File: config.mk
export PLATFORM = sky130hd
export DESIGN_NAME = reg_rename_file
export DESIGN_NICKNAME = d
export VERILOG_FILES = /design/src/rtl/reg_rename_file.sv
export SDC_FILE = /design/constraint.sdc
export NUM_CORES = 2
export LEC_CHECK = 0
export CORE_MARGIN = 3
export CORE_UTILIZATION = 38
export CTS_CLUSTER_SIZE = 8
export DETAILED_ROUTE_END_ITERATION = 16
export GPL_TIMING_DRIVEN = 0
export PLACE_DENSITY_LB_ADDON = 0.05
export REMOVE_ABC_BUFFERS = 1
export SYNTH_ARGS = -nofsm -noshare
export SYNTH_HDL_FRONTEND = slang
export SYNTH_SLANG_ARGS = --single-unit
File: constraint.sdc
create_clock -name clk -period 7.7 [get_ports clk]
set_input_delay 0.77 -clock clk [delete_from_list [all_inputs] [get_ports clk]]
set_output_delay 0.77 -clock clk [all_outputs]
set_load 0.01 [all_outputs]
File: src/rtl/reg_rename_file.sv
// reg_rename_file
// Architectural register file with rename tags. The reorder buffer marks a
// register busy with a producer tag at dispatch and writes the value at
// commit. The decoder reads two source operands per cycle and gets either a
// ready value or the tag of the producing ROB entry. Busy operands are looked
// up through the ROB value-query port, so finished results return as ready.
//
// Ports
//   clk, rst          clock, synchronous active-high reset
//   rdy               global enable; 0 freezes all state
//   clear             flush: all rename state dropped, values kept
//   commit_*          register write from ROB commit (valid, rd, val, rob_id)
//   dep_*             rename at dispatch (valid, rd, rob_id)
//   rs1_idx, rs2_idx  source register indices
//   rob_q1, rob_q2    producer tags sent to the ROB value query
//   rob_rdy*, rob_val* ROB query response
//   rs*_busy/val/tag  operand result (val valid when not busy, tag when busy)
//   retired_cnt       commits accepted since reset
module reg_rename_file #(
  parameter int ROB_W = 3,
  parameter int XLEN  = 32
) (
  input  logic             clk,
  input  logic             rst,
  input  logic             rdy,
  input  logic             clear,
  input  logic             commit_valid,
  input  logic [4:0]       commit_rd,
  input  logic [XLEN-1:0]  commit_val,
  input  logic [ROB_W-1:0] commit_rob_id,
  input  logic             dep_valid,
  input  logic [4:0]       dep_rd,
  input  logic [ROB_W-1:0] dep_rob_id,
  input  logic [4:0]       rs1_idx,
  input  logic [4:0]       rs2_idx,
  output logic [ROB_W-1:0] rob_q1,
  output logic [ROB_W-1:0] rob_q2,
  input  logic             rob_rdy1,
  input  logic             rob_rdy2,
  input  logic [XLEN-1:0]  rob_val1,
  input  logic [XLEN-1:0]  rob_val2,
  output logic             rs1_busy,
  output logic             rs2_busy,
  output logic [XLEN-1:0]  rs1_val,
  output logic [XLEN-1:0]  rs2_val,
  output logic [ROB_W-1:0] rs1_tag,
  output logic [ROB_W-1:0] rs2_tag,
  output logic [31:0]      retired_cnt
);

  logic [XLEN-1:0]  val_reg [32];
  logic [ROB_W-1:0] tag_reg [32];
  logic [31:0]      busy_reg;
  logic [31:0]      retired_cnt_reg;

  // Register 0 is never written, so it keeps its reset state (0, not busy).
  always_ff @(posedge clk) begin
    if (rst) begin
      for (int i = 0; i < 32; i++) begin
        val_reg[i] <= '0;
        tag_reg[i] <= '0;
      end
      busy_reg        <= '0;
      retired_cnt_reg <= '0;
    end else if (rdy) begin
      if (commit_valid) begin
        retired_cnt_reg <= retired_cnt_reg + 32'd1;
        if (commit_rd != 5'd0) begin
          val_reg[commit_rd] <= commit_val;
          // Only the most recent producer may retire the rename; an older
          // commit leaves a younger rename in place.
          if (busy_reg[commit_rd] && tag_reg[commit_rd] == commit_rob_id)
            busy_reg[commit_rd] <= 1'b0;
        end
      end
      // Placed after the commit so a same-register rename overrides the
      // busy release above.
      if (clear) begin
        busy_reg <= '0;
        for (int i = 0; i < 32; i++)
          tag_reg[i] <= '0;
      end else if (dep_valid && dep_rd != 5'd0) begin
        busy_reg[dep_rd] <= 1'b1;
        tag_reg[dep_rd]  <= dep_rob_id;
      end
    end
  end

  assign retired_cnt = retired_cnt_reg;

  // Read ports, gathered into arrays so both share one description.
  logic [4:0]       rd_idx  [2];
  logic             rd_rrdy [2];
  logic [XLEN-1:0]  rd_rval [2];
  logic [ROB_W-1:0] rd_q    [2];
  logic             rd_busy [2];
  logic [XLEN-1:0]  rd_val  [2];
  logic [ROB_W-1:0] rd_tag  [2];

  assign rd_idx[0]  = rs1_idx;
  assign rd_idx[1]  = rs2_idx;
  assign rd_rrdy[0] = rob_rdy1;
  assign rd_rrdy[1] = rob_rdy2;
  assign rd_rval[0] = rob_val1;
  assign rd_rval[1] = rob_val2;

  wire commit_fire = rdy && commit_valid;

  generate
    for (genvar gi = 0; gi < 2; gi++) begin : g_read
      assign rd_q[gi] = tag_reg[rd_idx[gi]];

      always_comb begin
        rd_busy[gi] = 1'b0;
        rd_val[gi]  = '0;
        rd_tag[gi]  = '0;
        if (rd_idx[gi] == 5'd0) begin
          rd_val[gi] = '0;
        end else if (!busy_reg[rd_idx[gi]]) begin
          rd_val[gi] = val_reg[rd_idx[gi]];
        end else if (commit_fire && commit_rd == rd_idx[gi] &&
                     commit_rob_id == tag_reg[rd_idx[gi]]) begin
          // Producer is committing right now: forward its value.
          rd_val[gi] = commit_val;
        end else if (rd_rrdy[gi]) begin
          // The ROB was queried with this register's tag and has the result.
          rd_val[gi] = rd_rval[gi];
        end else begin
          rd_busy[gi] = 1'b1;
          rd_tag[gi]  = tag_reg[rd_idx[gi]];
        end
      end
    end
  endgenerate

  assign rob_q1   = rd_q[0];
  assign rob_q2   = rd_q[1];
  assign rs1_busy = rd_busy[0];
  assign rs2_busy = rd_busy[1];
  assign rs1_val  = rd_val[0];
  assign rs2_val  = rd_val[1];
  assign rs1_tag  = rd_tag[0];
  assign rs2_tag  = rd_tag[1];

endmodule

==> results.py <==
metrics = {
    "logic_synthesis": {
        "synth_cells": 5003,
        "synth_commonest_cells": "1120 x edfxtp_1, 1055 x and2_1, 445 x mux4_2",
        "synth_top_cell_by_area": "edfxtp_1",
        "synthesis.area_um2": 66800,
        "synthTopCellsByArea": "edfxtp_1 50%, mux4_2 15%, and2_1 9.9%, mux2i_1 6.6%, clkbuf_1 2.1%",
        "synth-seq-cells": 1184,
        "synth_flop_cell": "edfxtp_1",
        "synth_cell_type_count": 84,
        "synth_warnings": 0,
        "yosys.area.top_type_share_pct": 50.3,
        "syn_avg_cell_area_um2": 13.4,
        "synth_most_common_cell": "edfxtp_1",
        "async_flop_share_pct": 0,
        "ys_seq_area_share_pct": 52.2,
        "synth_edf_count": 1120,
    },
    "timing": {
        "clock_skew_ns": 0.0214,
        "relSlewSlack_pct": 2.39,
        "hold_viol_final": 0,
        "setup_violations": 0,
        "max_freq_mhz": 135,
        "fin_crit_ns": 7.39,
        "timing.final.max_slew_violations": 0,
        "rsz0062_at_grt": "false",
        "timing.final.crit_share_pct": 96.0,
        "worst_pin_slew_ns": 1.46,
    },
    "die": {
        "start_util_pct": 38.3,
        "row_count": 153,
        "die_y_um": 425,
        "io_pins": 240,
        "design.die.area_um2": 181000,
        "die_w_um": 425,
        "core_area_um2": 174000,
    },
    "global_routing": {
        "grt_pass1_vias": 45800,
        "grt_pass1_wl_mm": 364,
        "grt_max_degree": 74,
        "grt_use_total_pct": 28.6,
        "antenna_found_initial": 29,
        "grt_remaining_overflow": 0,
    },
    "pwr": {
        "irDropWorstVdd_v": 0.000239,
        "powerDensity_nw_per_um2": 215,
        "leakagePower_uw": 0.0268,
        "finalPower_uw": 16600,
    },
    "clock_network": {
        "cts_buffer_depth": 3,
        "path_clk_slew_ns": 0.05,
        "cts.sinks": 1184,
        "cts_root_buf": "clkbuf_16",
        "postCtsHoldBufs": 0,
        "cts_tree": "done",
        "cts_buffers": 167,
        "cts-htree-levels": 4,
        "clk_latency_ns": 0.79,
    },
    "finish": {
        "fin_area_um2": 77100,
        "largest_reg_flops": 1024,
        "drive_gt1_share_pct": 17.8,
        "fin_nets": 5185,
        "area.growth.synth_to_final_pct": 15.5,
    },
    "worst_setup_path": {
        "worstSetupPathType": "input pin to output pin",
        "worstPathArrival_ns": 6.62,
        "worstPathMaxFanout": 59,
        "cp-end-kind": "output pin",
        "cp.required_ns": 6.93,
        "critPathLaunchType": "input pin",
    },
    "routing": {
        "m1WireLength_mm": 111,
        "drt_first_pass_iters": 6,
        "dr_wl_met3_mm": 17.0,
        "wl_met2_mm": 124,
        "vias_per_cell": 6.06,
        "top_layer": "met5",
        "antenna_left": 0,
        "drt-wirelength-per-cell_um": 35.2,
        "drt-initial-drc-count": 4894,
        "vias": 45000,
        "finalWirelength_mm": 261,
        "drc": 0,
    },
    "flow_run": {
        "cap_violations": 0,
    },
    "status": {
        "status": "finished, final reports clean",
    },
    "placed_design": {
        "placed_area_um2": 72600,
        "io_buffers": 239,
        "gp_congestion": 0.864,
        "dpl.hpwl_mm": 162,
    },
    "worst_hold_path": {
        "min_path_type": "input pin to flop",
    },
}
-- report_power, final --
part           leakage, uW  total, uW  switching [uW]  internal (uW)
clock              0.00220       6780            2840           3940
sequential          0.0112       7550             170           7380
combinational       0.0134       2220            1310            904
-- final timing paths --
| kind | start | to | slack [ns] | depth (start not counted) |
|---|---|---|---|---|
| max | rs2_idx[0] | rs2_val[8] | 0.31 | 18 |
| min | rst | retired_cnt[25] | 0.40 | 2 |
| max reg2reg | tag_reg[15][2] | busy_reg[30] | 4.49 | 7 |
| min reg2reg | busy_reg[27] | busy_reg[27] | 0.50 | 2 |
-- kinds of logic after synthesis --
family,after synthesis,synth area share (%)
simple gates,1716,15.0
flops,1184,52.2
mux,927,22.5
compound gates,609,6.09
buf+inv,529,3.66
xor+xnor,36,0.472
fa+ha+maj,1,0.0187
other cells,1,0.00561
-- worst max-delay path, cell delays in order --
cell and delay, ns:
buf_12 0.34, buf_16 0.44, buf_16 0.38, mux4_1 0.62, a32oi_1 0.43, o31ai_1 0.30, or3_1 0.48, a222oi_1 0.31
buf_4 0.19, buf_4 0.18, buf_2 0.25, buf_4 0.23, buf_4 0.16, buf_2 0.21, buf_2 0.19, mux2i_1 0.18
and3_1 0.17, clkdlybuf4s50_1 0.54
-- placed cells by master (no fill, tap or decap), drive strengths merged, types with 17 or more instances in the layout --
master	n
edfxtp	1120
and2	1055
mux4	455
mux2i	443
clkdlybuf4s50	223
clkbuf	203
nor2	156
buf	146
a21oi	136
nand2	133
o21ai	91
a22oi	89
and3	84
o211ai	69
nand3	67
dfxtp	64
nor3	51
a31oi	45
a211oi	41
a221oi	37
or2	37
conb	35
o22ai	30
mux2	29
o2111ai	28
nor4	26
or3	26
xnor2	19
xor2	17
-- metrics by stage --
step           utilization (%)  hold WS [ns]  worst slack, ns  instances  setup TNS [ns]
2_1_floorplan                -         0.457            0.205       4516               0
3_3_place_gp              40.0         0.479           -49.91       7080        -9233.59
3_5_place_dp              41.6         0.487          -0.0479       7209          -0.116
4_1_cts                   44.2         0.354           0.0983       7423               0
5_1_grt                   44.2         0.389            0.132       7426               0
6_report                  44.2         0.400            0.311       7431               0
-- layer usage --
metal  global-route usage [%]  vias up
met5                        0        -
met4                     9.39        2
met3                     4.04      378
met2                     46.4     1919
met1                     39.6    23500
li1                         -    19200
-- area by class of cell --
class,instances,area [um^2]
fill,15600,97200
sequential,1184,34900
multi-input combinational,3324,30000
timing repair buffer,369,4760
clock buffer,203,4400
tap,2325,2910
clock inverter,11,116
inverter,8,30.0
antenna,7,17.5
-- what timing repair did --
item                                    in CTS  in global routing
pin swaps                                    0                  1
resized for setup                            2                  0
setup buffers                                0                  1
endpoints found under the setup margin       3                  3
Power figures use the tool's default switching activity.
